`src/rtl/pwm_led_multi_pkg.sv`:
```
// Shared types and helpers for the multi-channel LED PWM.
// Mode/direction encodings and the counter ceiling function.
package pwm_led_pkg;

  typedef enum logic {
    PWM_EDGE   = 1'b0,
    PWM_CENTER = 1'b1
  } mode_e;

  typedef enum logic {
    DIR_UP   = 1'b0,
    DIR_DOWN = 1'b1
  } dir_e;

  function automatic int unsigned cnt_max(
    input int unsigned width
  );
    return (32'd1 << width) - 32'd1;
  endfunction

endpackage

```
`src/rtl/pwm_led_multi_if.sv`:
```
// Duty write port: valid/ready handshake carrying channel and duty.
// The master drives requests, the PWM block is the slave.
interface pwm_led_multi_if #(
  parameter int CHAN_W = 2,
  parameter int DUTY_W = 8
);

  logic              wr_valid;
  logic              wr_ready;
  logic [CHAN_W-1:0] wr_chan;
  logic [DUTY_W-1:0] wr_duty;

  modport master (
    output wr_valid,
    output wr_chan,
    output wr_duty,
    input  wr_ready
  );

  modport slave (
    input  wr_valid,
    input  wr_chan,
    input  wr_duty,
    output wr_ready
  );

endinterface

```
`src/rtl/pwm_led_multi_prescaler.sv`:
```
// Clock prescaler: ticks once every prescale_div+1 enabled cycles.
// Held at 0 while disabled; wraps at once if above a lowered divider.
module pwm_prescaler #(
  parameter int PRESC_W = 8
) (
  input  logic               clk,
  input  logic               rst,
  input  logic               enable,
  input  logic [PRESC_W-1:0] prescale_div,
  output logic               tick
);

  logic [PRESC_W-1:0] r_cnt;
  logic               w_wrap;

  assign w_wrap = (r_cnt >= prescale_div);
  assign tick   = enable && !rst && w_wrap;

  always_ff @(posedge clk) begin
    if (rst || !enable || w_wrap) begin
      r_cnt <= '0;
    end else begin
      r_cnt <= r_cnt + PRESC_W'(1);
    end
  end

endmodule

```
`src/rtl/pwm_led_multi.sv`:
```
// N-channel LED PWM: shared prescaler/counter, shadowed duties.
// Optional per-channel triangle fading under PWM_LED_FADE_EN.
module pwm_led_multi
  import pwm_led_pkg::*;
#(
  parameter int N_CH    = 4,
  parameter int CNT_W   = 8,
  parameter int PRESC_W = 8
) (
  input  logic               clk,
  input  logic               rst,
  input  logic               enable,
  input  logic               center_mode,
  input  logic [PRESC_W-1:0] prescale_div,
  pwm_led_multi_if.slave     wr,
`ifdef PWM_LED_FADE_EN
  input  logic [N_CH-1:0]    fade_en,
`endif
  output logic [N_CH-1:0]    pwm_out,
  output logic               period_start
);

  localparam logic [CNT_W-1:0] MAX =
    CNT_W'(cnt_max(CNT_W));
  localparam logic [CNT_W-1:0] ONE = CNT_W'(1);

  logic             w_tick;
  logic             w_wrap;
  logic             w_commit;
  logic             w_wr_en;
  mode_e            r_mode;
  dir_e             r_dir;
  dir_e             w_dir_nxt;
  logic [CNT_W-1:0] r_cnt;
  logic [CNT_W-1:0] w_cnt_nxt;
  logic [CNT_W-1:0] r_shadow [N_CH];
  logic [CNT_W-1:0] r_active [N_CH];
  logic [N_CH-1:0]  r_pwm;
  logic [N_CH-1:0]  w_pwm_nxt;
  logic             r_pstart;
  logic             r_ready;
`ifdef PWM_LED_FADE_EN
  dir_e             r_fdir [N_CH];
`endif

  pwm_prescaler #(
    .PRESC_W(PRESC_W)
  ) u_presc (
    .clk         (clk),
    .rst         (rst),
    .enable      (enable),
    .prescale_div(prescale_div),
    .tick        (w_tick)
  );

  assign wr.wr_ready   = r_ready;
  assign pwm_out       = r_pwm;
  assign period_start  = r_pstart;
  assign w_commit      = !enable || w_wrap;
  assign w_wr_en       = wr.wr_valid && r_ready &&
                         (int'(wr.wr_chan) < N_CH);

  // Wrap = tick on which cnt returns to 0 heading up.
  always_comb begin
    w_cnt_nxt = r_cnt;
    w_dir_nxt = r_dir;
    w_wrap    = 1'b0;
    if (w_tick) begin
      unique case (r_mode)
        PWM_EDGE: begin
          w_cnt_nxt = r_cnt + ONE;
          w_dir_nxt = DIR_UP;
          w_wrap    = (r_cnt == MAX);
        end
        PWM_CENTER: begin
          if (r_dir == DIR_UP) begin
            if (r_cnt == MAX) begin
              w_cnt_nxt = r_cnt - ONE;
              w_dir_nxt = DIR_DOWN;
            end else begin
              w_cnt_nxt = r_cnt + ONE;
            end
          end else begin
            w_cnt_nxt = r_cnt - ONE;
            if (r_cnt == ONE) begin
              w_dir_nxt = DIR_UP;
              w_wrap    = 1'b1;
            end
          end
        end
        default: ;
      endcase
    end
  end

  always_comb begin
    w_pwm_nxt = '0;
    for (int i = 0; i < N_CH; i++) begin
      w_pwm_nxt[i] = enable && (r_cnt < r_active[i]);
    end
  end

  always_ff @(posedge clk) begin
    if (rst) begin
      r_cnt    <= '0;
      r_dir    <= DIR_UP;
      r_mode   <= PWM_EDGE;
      r_pwm    <= '0;
      r_pstart <= 1'b0;
      r_ready  <= 1'b0;
    end else begin
      r_ready <= 1'b1;
      r_pwm   <= w_pwm_nxt;
      if (!enable) begin
        r_cnt    <= '0;
        r_dir    <= DIR_UP;
        r_pstart <= 1'b0;
        r_mode   <= center_mode ? PWM_CENTER : PWM_EDGE;
      end else begin
        r_cnt    <= w_cnt_nxt;
        r_dir    <= w_dir_nxt;
        r_pstart <= w_wrap;
        if (w_wrap) begin
          r_mode <= center_mode ? PWM_CENTER : PWM_EDGE;
        end
      end
    end
  end

  always_ff @(posedge clk) begin
    if (rst) begin
      for (int i = 0; i < N_CH; i++) begin
        r_shadow[i] <= '0;
        r_active[i] <= '0;
`ifdef PWM_LED_FADE_EN
        r_fdir[i]   <= DIR_UP;
`endif
      end
    end else begin
      for (int i = 0; i < N_CH; i++) begin
`ifdef PWM_LED_FADE_EN
        if (fade_en[i]) begin
          if (w_wrap) begin
            if (r_fdir[i] == DIR_UP) begin
              if (r_active[i] == MAX) begin
                r_active[i] <= MAX - ONE;
                r_fdir[i]   <= DIR_DOWN;
              end else begin
                r_active[i] <= r_active[i] + ONE;
              end
            end else begin
              if (r_active[i] == '0) begin
                r_active[i] <= ONE;
                r_fdir[i]   <= DIR_UP;
              end else begin
                r_active[i] <= r_active[i] - ONE;
              end
            end
          end
        end else if (w_commit) begin
          r_active[i] <= r_shadow[i];
        end
`else
        if (w_commit) begin
          r_active[i] <= r_shadow[i];
        end
`endif
      end
      if (w_wr_en) begin
        r_shadow[wr.wr_chan] <= wr.wr_duty;
      end
    end
  end

endmodule

```
`src/flat_wrapper.sv`:
```
// flat-port wrapper written by rule: the top's interface ports become plain ports
module pwm_led_multi_flat import pwm_led_pkg::*;
#(
  parameter int N_CH    = 4,
  parameter int CNT_W   = 8,
  parameter int PRESC_W = 8
)
  (clk, rst, enable, center_mode, prescale_div, pwm_out, period_start, wr_wr_valid, wr_wr_chan, wr_wr_duty, wr_wr_ready);
  pwm_led_multi_if #(.CHAN_W(2), .DUTY_W((8))) wr_i ();
  input  logic clk;
  input  logic rst;
  input  logic enable;
  input  logic center_mode;
  input  logic [PRESC_W-1:0] prescale_div;
  output logic [N_CH-1:0] pwm_out;
  output logic period_start;
  input wire logic [$bits(wr_i.wr_valid)-1:0] wr_wr_valid;
  input wire logic [$bits(wr_i.wr_chan)-1:0] wr_wr_chan;
  input wire logic [$bits(wr_i.wr_duty)-1:0] wr_wr_duty;
  output wire logic [$bits(wr_i.wr_ready)-1:0] wr_wr_ready;
  assign wr_i.wr_valid = wr_wr_valid;
  assign wr_i.wr_chan = wr_wr_chan;
  assign wr_i.wr_duty = wr_wr_duty;
  assign wr_wr_ready = wr_i.wr_ready;
  pwm_led_multi #(.N_CH(N_CH), .CNT_W(CNT_W), .PRESC_W(PRESC_W)) u_core (.clk(clk), .rst(rst), .enable(enable), .center_mode(center_mode), .prescale_div(prescale_div), .wr(wr_i), .pwm_out(pwm_out), .period_start(period_start));
endmodule
```
`config.mk`:
```
export PLATFORM = sky130hd
export DESIGN_NAME = pwm_led_multi_flat
export DESIGN_NICKNAME = d
export VERILOG_FILES = /design/src/rtl/pwm_led_multi_pkg.sv /design/src/rtl/pwm_led_multi_if.sv /design/src/rtl/pwm_led_multi_prescaler.sv /design/src/rtl/pwm_led_multi.sv /design/src/flat_wrapper.sv
export SDC_FILE = /design/constraint.sdc
export NUM_CORES = 1
export LEC_CHECK = 0
export ABC_AREA = 1
export BUFFER_PORTS_ARGS = -buffer_cell sky130_fd_sc_hd__buf_2
export CORE_ASPECT_RATIO = 1.75
export CORE_MARGIN = 1.5
export CORE_UTILIZATION = 50
export CTS_CLUSTER_DIAMETER = 200
export CTS_CLUSTER_SIZE = 14
export DETAILED_ROUTE_END_ITERATION = 6
export GPL_TIMING_DRIVEN = 0
export PLACE_DENSITY_LB_ADDON = 0.12
export RECOVER_POWER = 100
export SLEW_MARGIN = 20
export SYNTH_ARGS = -nofsm -noshare
export SYNTH_HDL_FRONTEND = slang
export SYNTH_SLANG_ARGS = --single-unit
```
`constraint.sdc`:
```
create_clock -name clk -period 3.6 [get_ports clk]
set_input_delay 0.36 -clock clk [delete_from_list [all_inputs] [get_ports clk]]
set_output_delay 0.36 -clock clk [all_outputs]
set_load 0.1 [all_outputs]
```
* Word level (Yosys, flattened, before mapping)
Memory sizes are Yosys's and may differ from the RTL's.
Cells that the tools add are included.
** Word-level totals
- Flip-flop bits (word level) :: 24
- RAM bits :: 64
- Bits of input ports :: 23
- Output and inout port bits :: 6
- Logic and storage cells :: 70
- Memories kept :: 2
** Cells by class
- $add $sub $neg :: 3
- Magnitude comparators :: 5
- Equality and inequality tests :: 3
- Muxes and demuxes :: 30
- Bitwise operators :: 6
- Reductions and logical operators :: 14
** Memory list
- u_core.r_active :: depth 4, width 8, read ports 4, clocked after memory_dff 0, wr ports 4, line pwm_led_multi.sv:37 : logic [CNT_W-1:0] r_active [N_CH];
- u_core.r_shadow :: depth 4, width 8, read ports 4, clocked after memory_dff 0, wr ports 4, line pwm_led_multi.sv:36 : logic [CNT_W-1:0] r_shadow [N_CH];
** Operators by type and width (count)
- two-way mux 8 bit :: 7
- < comparator 8 bit :: 4
- two-way mux 1 bit :: 19
- adder 8 x 1 -> 8 bit (second input constant) :: 2
- case mux 8 bit (2 select lines) :: 1
- == test 8 x 1 -> 1 bit (second input constant) :: 1
- == test 8 bit (second input constant) :: 1
- greater-or-equal comparator 8 bit :: 1
- OR reduction 8 bit :: 1
- subtractor 8 x 1 -> 8 bit (second input constant) :: 1
- logical AND 1 bit :: 7
- OR 1 bit :: 4
- case mux 1 bit (2 select lines) :: 2
- logical OR 1 bit :: 3
- logical NOT 1 bit :: 2
- two-way mux 2 bit :: 1
- inequality test 2 x 1 -> 1 bit (second input constant) :: 1
- inverter 1 bit :: 2
- OR reduction 2 bit :: 1

* Depth between registers and ports, before layout
Gate-level depths: netlist of run 1.
- Depth in word-level cells :: 10
- Depth in mapped cells :: 14
- Mapped depth without buffers :: 13

* Modules after synthesis
Synthesis of run 1 repeated with hierarchy kept, for this count alone.
** Second synthesis, totals
- Cell total of the unflattened synthesis :: 520
- Area, all modules :: 4885.9 um^2
** By module, submodules not included
- pwm_led_multi :: instances 1, cells each 442, area an instance 4320.4 um^2, seq. area each 2242.2 um^2
- pwm_prescaler :: instances 1, cells each 78, area an instance 565.5 um^2, seq. area each 160.2 um^2

* Worst setup path before layout of run 1
No wires, ideal clock.
- Path type :: reg-to-reg
- Start point :: register u_core.r_ready (netlist: u_core.wr.wr_ready)
- End point :: memory u_core.r_shadow[0][0], enable pin
- Setup time :: 329 ps
- Data arrival time :: 1957 ps
- Data required time :: 3271 ps
- Path slack :: 1314 ps
- Cell stages (with the launch flop) :: 7
- Path buffers :: 0
- Period minus slack after synthesis :: 2286 ps
- Path through :: dfxtp_1 > nand2_1 > nor2_1 > clkinv_1 > nor2_1 > nand2_1 > nand2_1
** RTL lines
- start: declaration :: line pwm_led_multi.sv:41 : logic r_ready;
- start signal: assignment :: line pwm_led_multi.sv:110 : r_ready <= 1'b0;
- start signal: assignment :: line pwm_led_multi.sv:112 : r_ready <= 1'b1;
- end: declaration :: line pwm_led_multi.sv:36

==> impl_summary.txt, run 1 <==
----------------------------------------------------
[Status]
  Outcome ... completed

[Setup path]
  Cell depth of the worst flop-to-flop path ... 7
  Worst setup path class ... reg2reg
  Launching point of the worst reg2reg path ... u_core.r_cnt[1]
  Kind of launch point of the worst setup path ... flop
  Reg-to-reg critical path endpoint ... u_core.r_active[1][3]
  CP arrival ... 2630 ps
  Critical path peak fanout ... 32
  Worst Path Required ... 3550 ps
  Crit end category ... flop
  Setup slack of the worst register-to-register path ... 920 ps

[Clock tree]
  Cell at the root of the clock tree ... sky130_fd_sc_hd__clkbuf_16
  H-tree levels ... 3
  TritonCTS buffer count ... 9
  Number of buffers on the longest clock path ... 2
  Resized Gates After CTS ... 0
  Worst-skew pair later-pin latency ... 330 ps
  TritonCTS clock tree ... yes
  Setup repair bufs after CTS ... 0
  Clk sinks ... 88
  Clk pin slew, worst setup/hold paths ... 60 ps
  Hold buffer count at CTS ... 0

[Yosys]
  Mapped Nets ... 544
  Most common flop cell mapped by yosys ... sky130_fd_sc_hd__edfxtp_1
  Number of enable-type register cells in the synthesized netlist ... 64
  Synth unique cells ... 32
  Yosys Warn Count ... 0
  Total standard cell area after synthesis ... 4491 µm²
  Per-instance average area after synthesis ... 9.336 µm²
  Flip-flop and latch count after synthesis ... 88
  Proportion of synthesized flip-flops having asynchronous set or reset ... 0%
  Post-synthesis instance total ... 481
  Seq/Total Area, Yosys ... 53.50%

[Drt]
  DR WL/cell ... 12.54 µm
  Vias post-DR ... 3038
  Final routed wirelength across all metal layers ... 8041 µm
  Detailed router's first-iteration violation count ... 104
  Number of DRC violations after detailed routing ... 0
  Vias per Instance ... 4.739
  Antenna Violating Nets Remaining ... 0
  Initial DRT Pass Iterations ... 4

[Timing]
  Final slew viol count ... 0
  Maximum clock skew at final layout ... 5.800 ps
  Actual transition at the worst max-transition pin ... 1230 ps
  Worst relative slew slack ... 17.77%
  Final worst-path cycle share ... 74.44%
  Final hold viol count ... 0
  Final setup viols ... 0
  Post-route minimum period ... 2680 ps
  Fmax ... 0.3732 GHz
  Unrepaired setup endpoints after global routing ... false
  Worst hold margin ... 266.8 ps
  Sum Neg Setup Slack ... 0 ps
  Final Worst Setup Slack ... 920.2 ps

[Hold path]
  Hold WC Path Type ... in2reg
  Worst Hold End ... u_core.r_mode
  Start point of the worst min-delay path ... center_mode
  Cell count of the worst hold path ... 3

[Die]
  Standard-cell row count ... 45
  Initial core utilization ... 51.46%
  Area inside the core boundary ... 8727 µm²
  Top-Level Pins ... 29
  Die Y ... 128.4 µm
  Horizontal extent of the die ... 74.64 µm
  Area enclosed by the die boundary ... 9581 µm²

[GRT]
  Number of global-route vias before repair ... 3002
  GRT Overall Usage ... 19.05%
  Initial antenna violation count ... 0
  GRT overflow ... 0
  First-pass GRT wire length ... 13390 µm
  Maximum number of pins on one net before global-route repair ... 33

[Placed design]
  Cell area reported after detailed placement ... 4780 µm²
  Routability cong. ... 0.8901
  Setup Slack @ Placement ... 1257 ps
  Port Buffers ... 28
  Sum of net half-perimeters after detailed placement ... 6255 µm

[Flow run]
  Number of maximum-capacitance violations ... 0

[Finish]
  Final-layout fill cell count ... 792
  Total number of nets in the final design ... 583
  Register area ... 2402 µm²
  Area growth from synthesis to layout ... 11.59%
  Number of antenna diodes ... 0
  Proportion of layout cells with a drive suffix above 1 ... 10.11%
  Post-Layout Inst Area ... 5011 µm²
  Multi-input combinational cell area ... 1620 µm²
  Post-layout utilization of the core ... 57.42%

[Power and ir drop]
  Power density normalized to cell area ... 442.4 nW/µm²
  Maximum resistive drop on vdd ... 0.0002883 V
  Cell leakage power ... 2.279 nW

----------------------------------------------------
[synthesized netlist by cell type (2+ instances only)]
master	count	share of area, %
sky130_fd_sc_hd__edfxtp_1	64	43
sky130_fd_sc_hd__nand2_1	59	4.9
sky130_fd_sc_hd__xnor2_1	4	0.78
sky130_fd_sc_hd__o22ai_1	2	0.28
sky130_fd_sc_hd__buf_2	2	0.22
sky130_fd_sc_hd__nand3_1	22	2.5
sky130_fd_sc_hd__nor2_2	13	1.8
sky130_fd_sc_hd__o21bai_1	2	0.33
sky130_fd_sc_hd__nand3b_1	2	0.33
sky130_fd_sc_hd__o21a_1	4	0.67
sky130_fd_sc_hd__nor2_1	82	6.9
sky130_fd_sc_hd__buf_6	3	0.75
sky130_fd_sc_hd__ha_1	40	11
sky130_fd_sc_hd__inv_1	100	8.4
sky130_fd_sc_hd__dfxtp_1	24	11
sky130_fd_sc_hd__inv_2	3	0.25
sky130_fd_sc_hd__nand4_1	7	0.98
sky130_fd_sc_hd__a21oi_1	20	2.2
sky130_fd_sc_hd__nand2_2	3	0.42
sky130_fd_sc_hd__xor2_1	4	0.78
sky130_fd_sc_hd__o21ai_0	9	1.0
sky130_fd_sc_hd__nor3_1	2	0.22
[placed cells by master, fill, tap and decap left out, types with 3 or more instances in the layout]
cell / netlist / final
sky130_fd_sc_hd__inv_1: 100 / 101
sky130_fd_sc_hd__nor2_1: 82 / 83
sky130_fd_sc_hd__edfxtp_1: 64 / 64
sky130_fd_sc_hd__nand2_1: 59 / 63
sky130_fd_sc_hd__ha_1: 40 / 40
sky130_fd_sc_hd__dfxtp_1: 24 / 24
sky130_fd_sc_hd__nand3_1: 22 / 22
sky130_fd_sc_hd__buf_2: 2 / 22
sky130_fd_sc_hd__a21oi_1: 20 / 20
sky130_fd_sc_hd__nor2_2: 13 / 12
sky130_fd_sc_hd__o21ai_0: 9 / 11
sky130_fd_sc_hd__clkbuf_1: 0 / 11
sky130_fd_sc_hd__clkbuf_16: 0 / 9
sky130_fd_sc_hd__nand4_1: 7 / 7
sky130_fd_sc_hd__xor2_1: 4 / 4
sky130_fd_sc_hd__xnor2_1: 4 / 4
sky130_fd_sc_hd__o21a_1: 4 / 4
sky130_fd_sc_hd__nor3_1: 2 / 3
sky130_fd_sc_hd__inv_6: 0 / 3
[area by class of cell]
class | count | share of cell area [%]
sequential | 88 | 47.94
multi-input combinational | 283 | 32.33
inverter | 104 | 7.790
clock buffer | 9 | 4.494
tap | 117 | 2.921
timing repair buffer | 28 | 2.622
clock inverter | 6 | 1.348
buffer | 6 | 0.5493
[state kept, by name, summed over array words and instances, names as in the netlist]
register              cells
u_core.period_start       1
u_core.pwm_out            4
u_core.r_active          32
u_core.r_cnt              8
u_core.r_dir              1
u_core.r_mode             1
u_core.r_shadow          32
u_core.u_presc.r_cnt      8
u_core.wr.wr_ready        1
[metal layers]
layer / global-route usage, % / share of wire, % / vias up
met2: 35.71 / 56 / 66
met4: 10.91 / 4.1 / 0
li1: - / - / 1610
met3: 3.132 / 2.6 / 23
met5: 0 / 0 / -
met1: 18.86 / 37 / 1339
[logic make-up (layout without fill, tap and decap cells)]
kind of cell	after synthesis	after routing	share of synthesized area, %
compound gates	41	41	5.127
xor+xnor	8	8	1.560
fa+ha+maj	40	40	11.15
buf+inv	110	153	9.836
flops	88	88	53.50
simple gates	194	194	18.84
[power by group]
part / total (mW) / internal [mW] / switching [mW]
sequential: 1.14 / 1.13 / 0.0101
combinational: 0.152 / 0.0411 / 0.111
clock: 0.928 / 0.539 / 0.389
total: 2.22 / 1.71 / 0.511
[stage by stage]
| step | total power [mW] | std cells |
|---|---|---|
| CTS | 2.240 | 641 |
| detailed placement | 1.319 | 626 |
| global placement | 1.312 | 626 |
| global route | 2.293 | 641 |
| floorplan | 1.270 | 481 |
| finish | 2.217 | 641 |
[worst max path at each step]
stage / depth (start not counted) / end / startpoint
CTS: 7 / u_core.r_active[1][4] / u_core.r_cnt[1]
floorplan: 6 / u_core.r_shadow[0][0] / u_core.wr.wr_ready
detailed placement: 9 / u_core.r_active[2][3] / prescale_div[7]
finish: 7 / u_core.r_active[1][3] / u_core.r_cnt[1]
global route: 8 / u_core.r_active[2][0] / u_core.r_cnt[1]
global placement: 9 / u_core.r_active[1][2] / prescale_div[7]
[worst max-delay path, stage by stage, from the launching register on]
cell	delay (ps)
sky130_fd_sc_hd__dfxtp_1	520
sky130_fd_sc_hd__ha_1	210
sky130_fd_sc_hd__inv_1	80
sky130_fd_sc_hd__nor2_1	110
sky130_fd_sc_hd__nand2_1	70
sky130_fd_sc_hd__o21ai_0	240
sky130_fd_sc_hd__nand3_2	140
sky130_fd_sc_hd__nand2_1	910
No activity file was read; power rests on OpenSTA's default activity.
==> run 2: changes to the inputs <==
clock period = 2.3 ns   (was 3.6 ns; I/O delays follow)
==> run 2 against run 1 <==
Effect of this change: total power up 57%; via count stayed put; non-clock buffer count unchanged; combinational power increased by 59%; design area increased by 0.42%; critical path type unchanged; critical endpoint is now u_core.r_active[1][2]; highest routed layer unchanged.
==> impl_summary.txt, run 2 (synthesis gave the netlist of run 1 again) <==
----------------------------------------------------
[Power and ir drop]
  Net switching power ... 0.7983 mW
  Cell leakage power ... 2.303 nW
  Power density normalized to cell area ... 690.0 nW/µm²
  Register share of total power ... 51.2%
  Combinational Power Share ... 7.0%
  Clock Power Share ... 41.8%
  Maximum resistive drop on vdd ... 0.0004480 V
  Switching power as a share of total power ... 22.99%
  Internal power summed over all cells ... 2.674 mW

[GRT]
  Initial antenna violation count ... 0
  Most heavily used metal layer in global routing ... met2
  Maximum number of pins on one net before global-route repair ... 33
  Number of global-route vias before repair ... 3002
  GRT Overall Usage ... 19.05%
  Met1 track demand over resource in global routing ... 18.86%
  Met2 Usage GRT ... 35.71%
  First-pass GRT wire length ... 13390 µm
  GRT overflow ... 0
  Global routing usage on met3 ... 3.132%

[Finish]
  Total number of nets in the final design ... 583
  Proportion of layout cells with a drive suffix above 1 ... 10.11%
  Commonest cells after routing, fill and taps aside ... sky130_fd_sc_hd__inv_1 (100), sky130_fd_sc_hd__nor2_1 (91), sky130_fd_sc_hd__edfxtp_1 (64)
  Leading registers by flop count ... u_core.r_active x32, u_core.r_shadow x32
  Final-layout fill cell count ... 786
  Final Non-Filler Cells ... 641
  Register area ... 2402 µm²
  Multi-input combinational cell area ... 1619 µm²
  Area growth from synthesis to layout ... 12.06%
  Number of antenna diodes ... 0
  Leading cell type in the layout, fill and taps excluded ... sky130_fd_sc_hd__inv_1

[Placed design]
  Port Buffers ... 28
  Placed Instances ... 626
  Routability cong. ... 0.8901
  Sum of net half-perimeters after detailed placement ... 6255 µm

[Setup path]
  Worst Path Required ... 2390 ps
  Cell type with the highest occurrence count on the critical path ... sky130_fd_sc_hd__nand2_1
  Crit end category ... flop
  CP arrival ... 2180 ps
  Setup slack of the worst register-to-register path ... 210 ps
  Delay of the slowest critical-path stage ... 510 ps
  Combined buffer and inverter count along the critical path ... 2
  Worst setup path class ... reg2reg
  Launch point of the critical path ... u_core.r_cnt[1]
  Largest delay contributor family on the critical path ... simple AND/OR/NAND/NOR gates
  Crit path max-delay cell type ... sky130_fd_sc_hd__dfxtp_1
  Kind of launch point of the worst setup path ... flop
  Critical path peak fanout ... 10
  Launching point of the worst reg2reg path ... u_core.r_cnt[1]
  Crit-path cells ... inv_1 -> ha_1 -> nand2_1 -> nor3_2 -> nand3_1 -> o21ai_2 -> nand3_2 -> nand2_1 -> nand2_1 -> buf_6 -> nor2_1

[Clock tree]
  Number of buffers on the longest clock path ... 2
  Setup repair bufs after CTS ... 0
  TritonCTS clock tree ... yes
  Clk sinks ... 88
  Clk pin slew, worst setup/hold paths ... 60 ps
  Worst-skew pair later-pin latency ... 330 ps
  TritonCTS buffer count ... 9
  Cell at the root of the clock tree ... sky130_fd_sc_hd__clkbuf_16
  H-tree levels ... 3

[Die]
  Initial core utilization ... 51.46%
  Area enclosed by the die boundary ... 9581 µm²
  Die Y ... 128.4 µm
  Horizontal extent of the die ... 74.64 µm
  Standard-cell row count ... 45
  Area inside the core boundary ... 8727 µm²
  Top-Level Pins ... 29

[Timing]
  Final hold viol count ... 0
  Fmax ... 0.4792 GHz
  Worst relative slew slack ... 22.61%
  Sum Neg Setup Slack ... 0 ps
  Final slew viol count ... 0
  Unrepaired setup endpoints after global routing ... false
  Maximum clock skew at final layout ... 5.628 ps
  Actual transition at the worst max-transition pin ... 1166 ps
  Final worst-path cycle share ... 90.73%
  Final setup viols ... 0
  Post-route minimum period ... 2087 ps

[Status]
  Outcome ... completed

[Drt]
  Detailed router's first-iteration violation count ... 89
  Antenna Violating Nets Remaining ... 0
  Initial DRT Pass Iterations ... 4
  DR WL/cell ... 12.59 µm
  Vias per Instance ... 4.739
  Vias post-DR ... 3038
  Number of DRC violations after detailed routing ... 0
  Final routed wirelength across all metal layers ... 8069 µm

[Hold path]
  Hold WC Path Type ... in2reg
  Start point of the worst min-delay path ... center_mode

[Flow run]
  Number of maximum-capacitance violations ... 0

----------------------------------------------------
[run 2: cell count changes in the layout (fill, tap and decap cells not counted), sizes merged]
| cell | change |
|---|---|
| clkbuf | -3 |
| buf | +3 |
[run 2: metal layers]
metal / up-vias / routed length, µm
li1: 1610 / -
met5: - / 0
met2: 59 / 4559
met3: 18 / 199
met4: 0 / 285
met1: 1351 / 3025
[run 2: layout make-up]
class | count | area share [%]
sequential | 88 | 47.74
multi-input combinational | 283 | 32.17
inverter | 104 | 7.757
clock buffer | 9 | 4.475
tap | 117 | 2.909
timing repair buffer | 28 | 2.611
clock inverter | 6 | 1.343
buffer | 6 | 0.9945
[run 2: power by group through the flow]
stage          combinational [mW]  clock (mW)  sequential [mW]
2_1_floorplan               0.138           0             1.85
3_3_place_gp                0.241           0             1.81
3_5_place_dp                0.250           0             1.81
4_1_cts                     0.252        1.48             1.78
5_1_grt                     0.276        1.53             1.78
6_report                    0.242        1.45             1.78
[run 2: what timing repair did]
| action | CTS | global route |
|---|---|---|
| hold buffers | 0 | 0 |
| setup endpoints to repair | 0 | 32 |
| resized for setup | 0 | 1 |
| hold endpoints to repair | 0 | 0 |
[run 2: worst paths after layout]
| kind | endpoint | depth (start not counted) |
|---|---|---|
| worst max register to register | u_core.r_active[1][2] | 11 |
| worst max-delay path | u_core.r_active[1][2] | 11 |
| worst min-delay path | u_core.r_mode | 3 |
| worst min register to register | u_core.u_presc.r_cnt[0] | 1 |
[run 2: worst register-to-register path: stages, from the launching register on]
cell	delay, ps
sky130_fd_sc_hd__dfxtp_1	510
sky130_fd_sc_hd__inv_1	160
sky130_fd_sc_hd__ha_1	210
sky130_fd_sc_hd__nand2_1	70
sky130_fd_sc_hd__nor3_2	40
sky130_fd_sc_hd__nand3_1	90
sky130_fd_sc_hd__o21ai_2	70
sky130_fd_sc_hd__nand3_2	120
sky130_fd_sc_hd__nand2_1	90
sky130_fd_sc_hd__nand2_1	230
sky130_fd_sc_hd__buf_6	190
sky130_fd_sc_hd__nor2_1	50
[run 2: metrics by stage]
step / util [%] / hold slack (ps) / area [µm²] / setup slack (ps) / power, mW
after detailed placement: 54.77 / 446.1 / 4780 / 63.54 / 2.064
after global routing: 57.66 / 141.7 / 5032 / 77.66 / 3.591
final: 57.66 / 132.8 / 5032 / 213.1 / 3.472
after floorplan: - / 302.4 / 4491 / 13.93 / 1.988
after global placement: 54.74 / 430.6 / 4777 / -261.8 / 2.053
after CTS: 58.12 / 123.5 / 5072 / 52.97 / 3.507
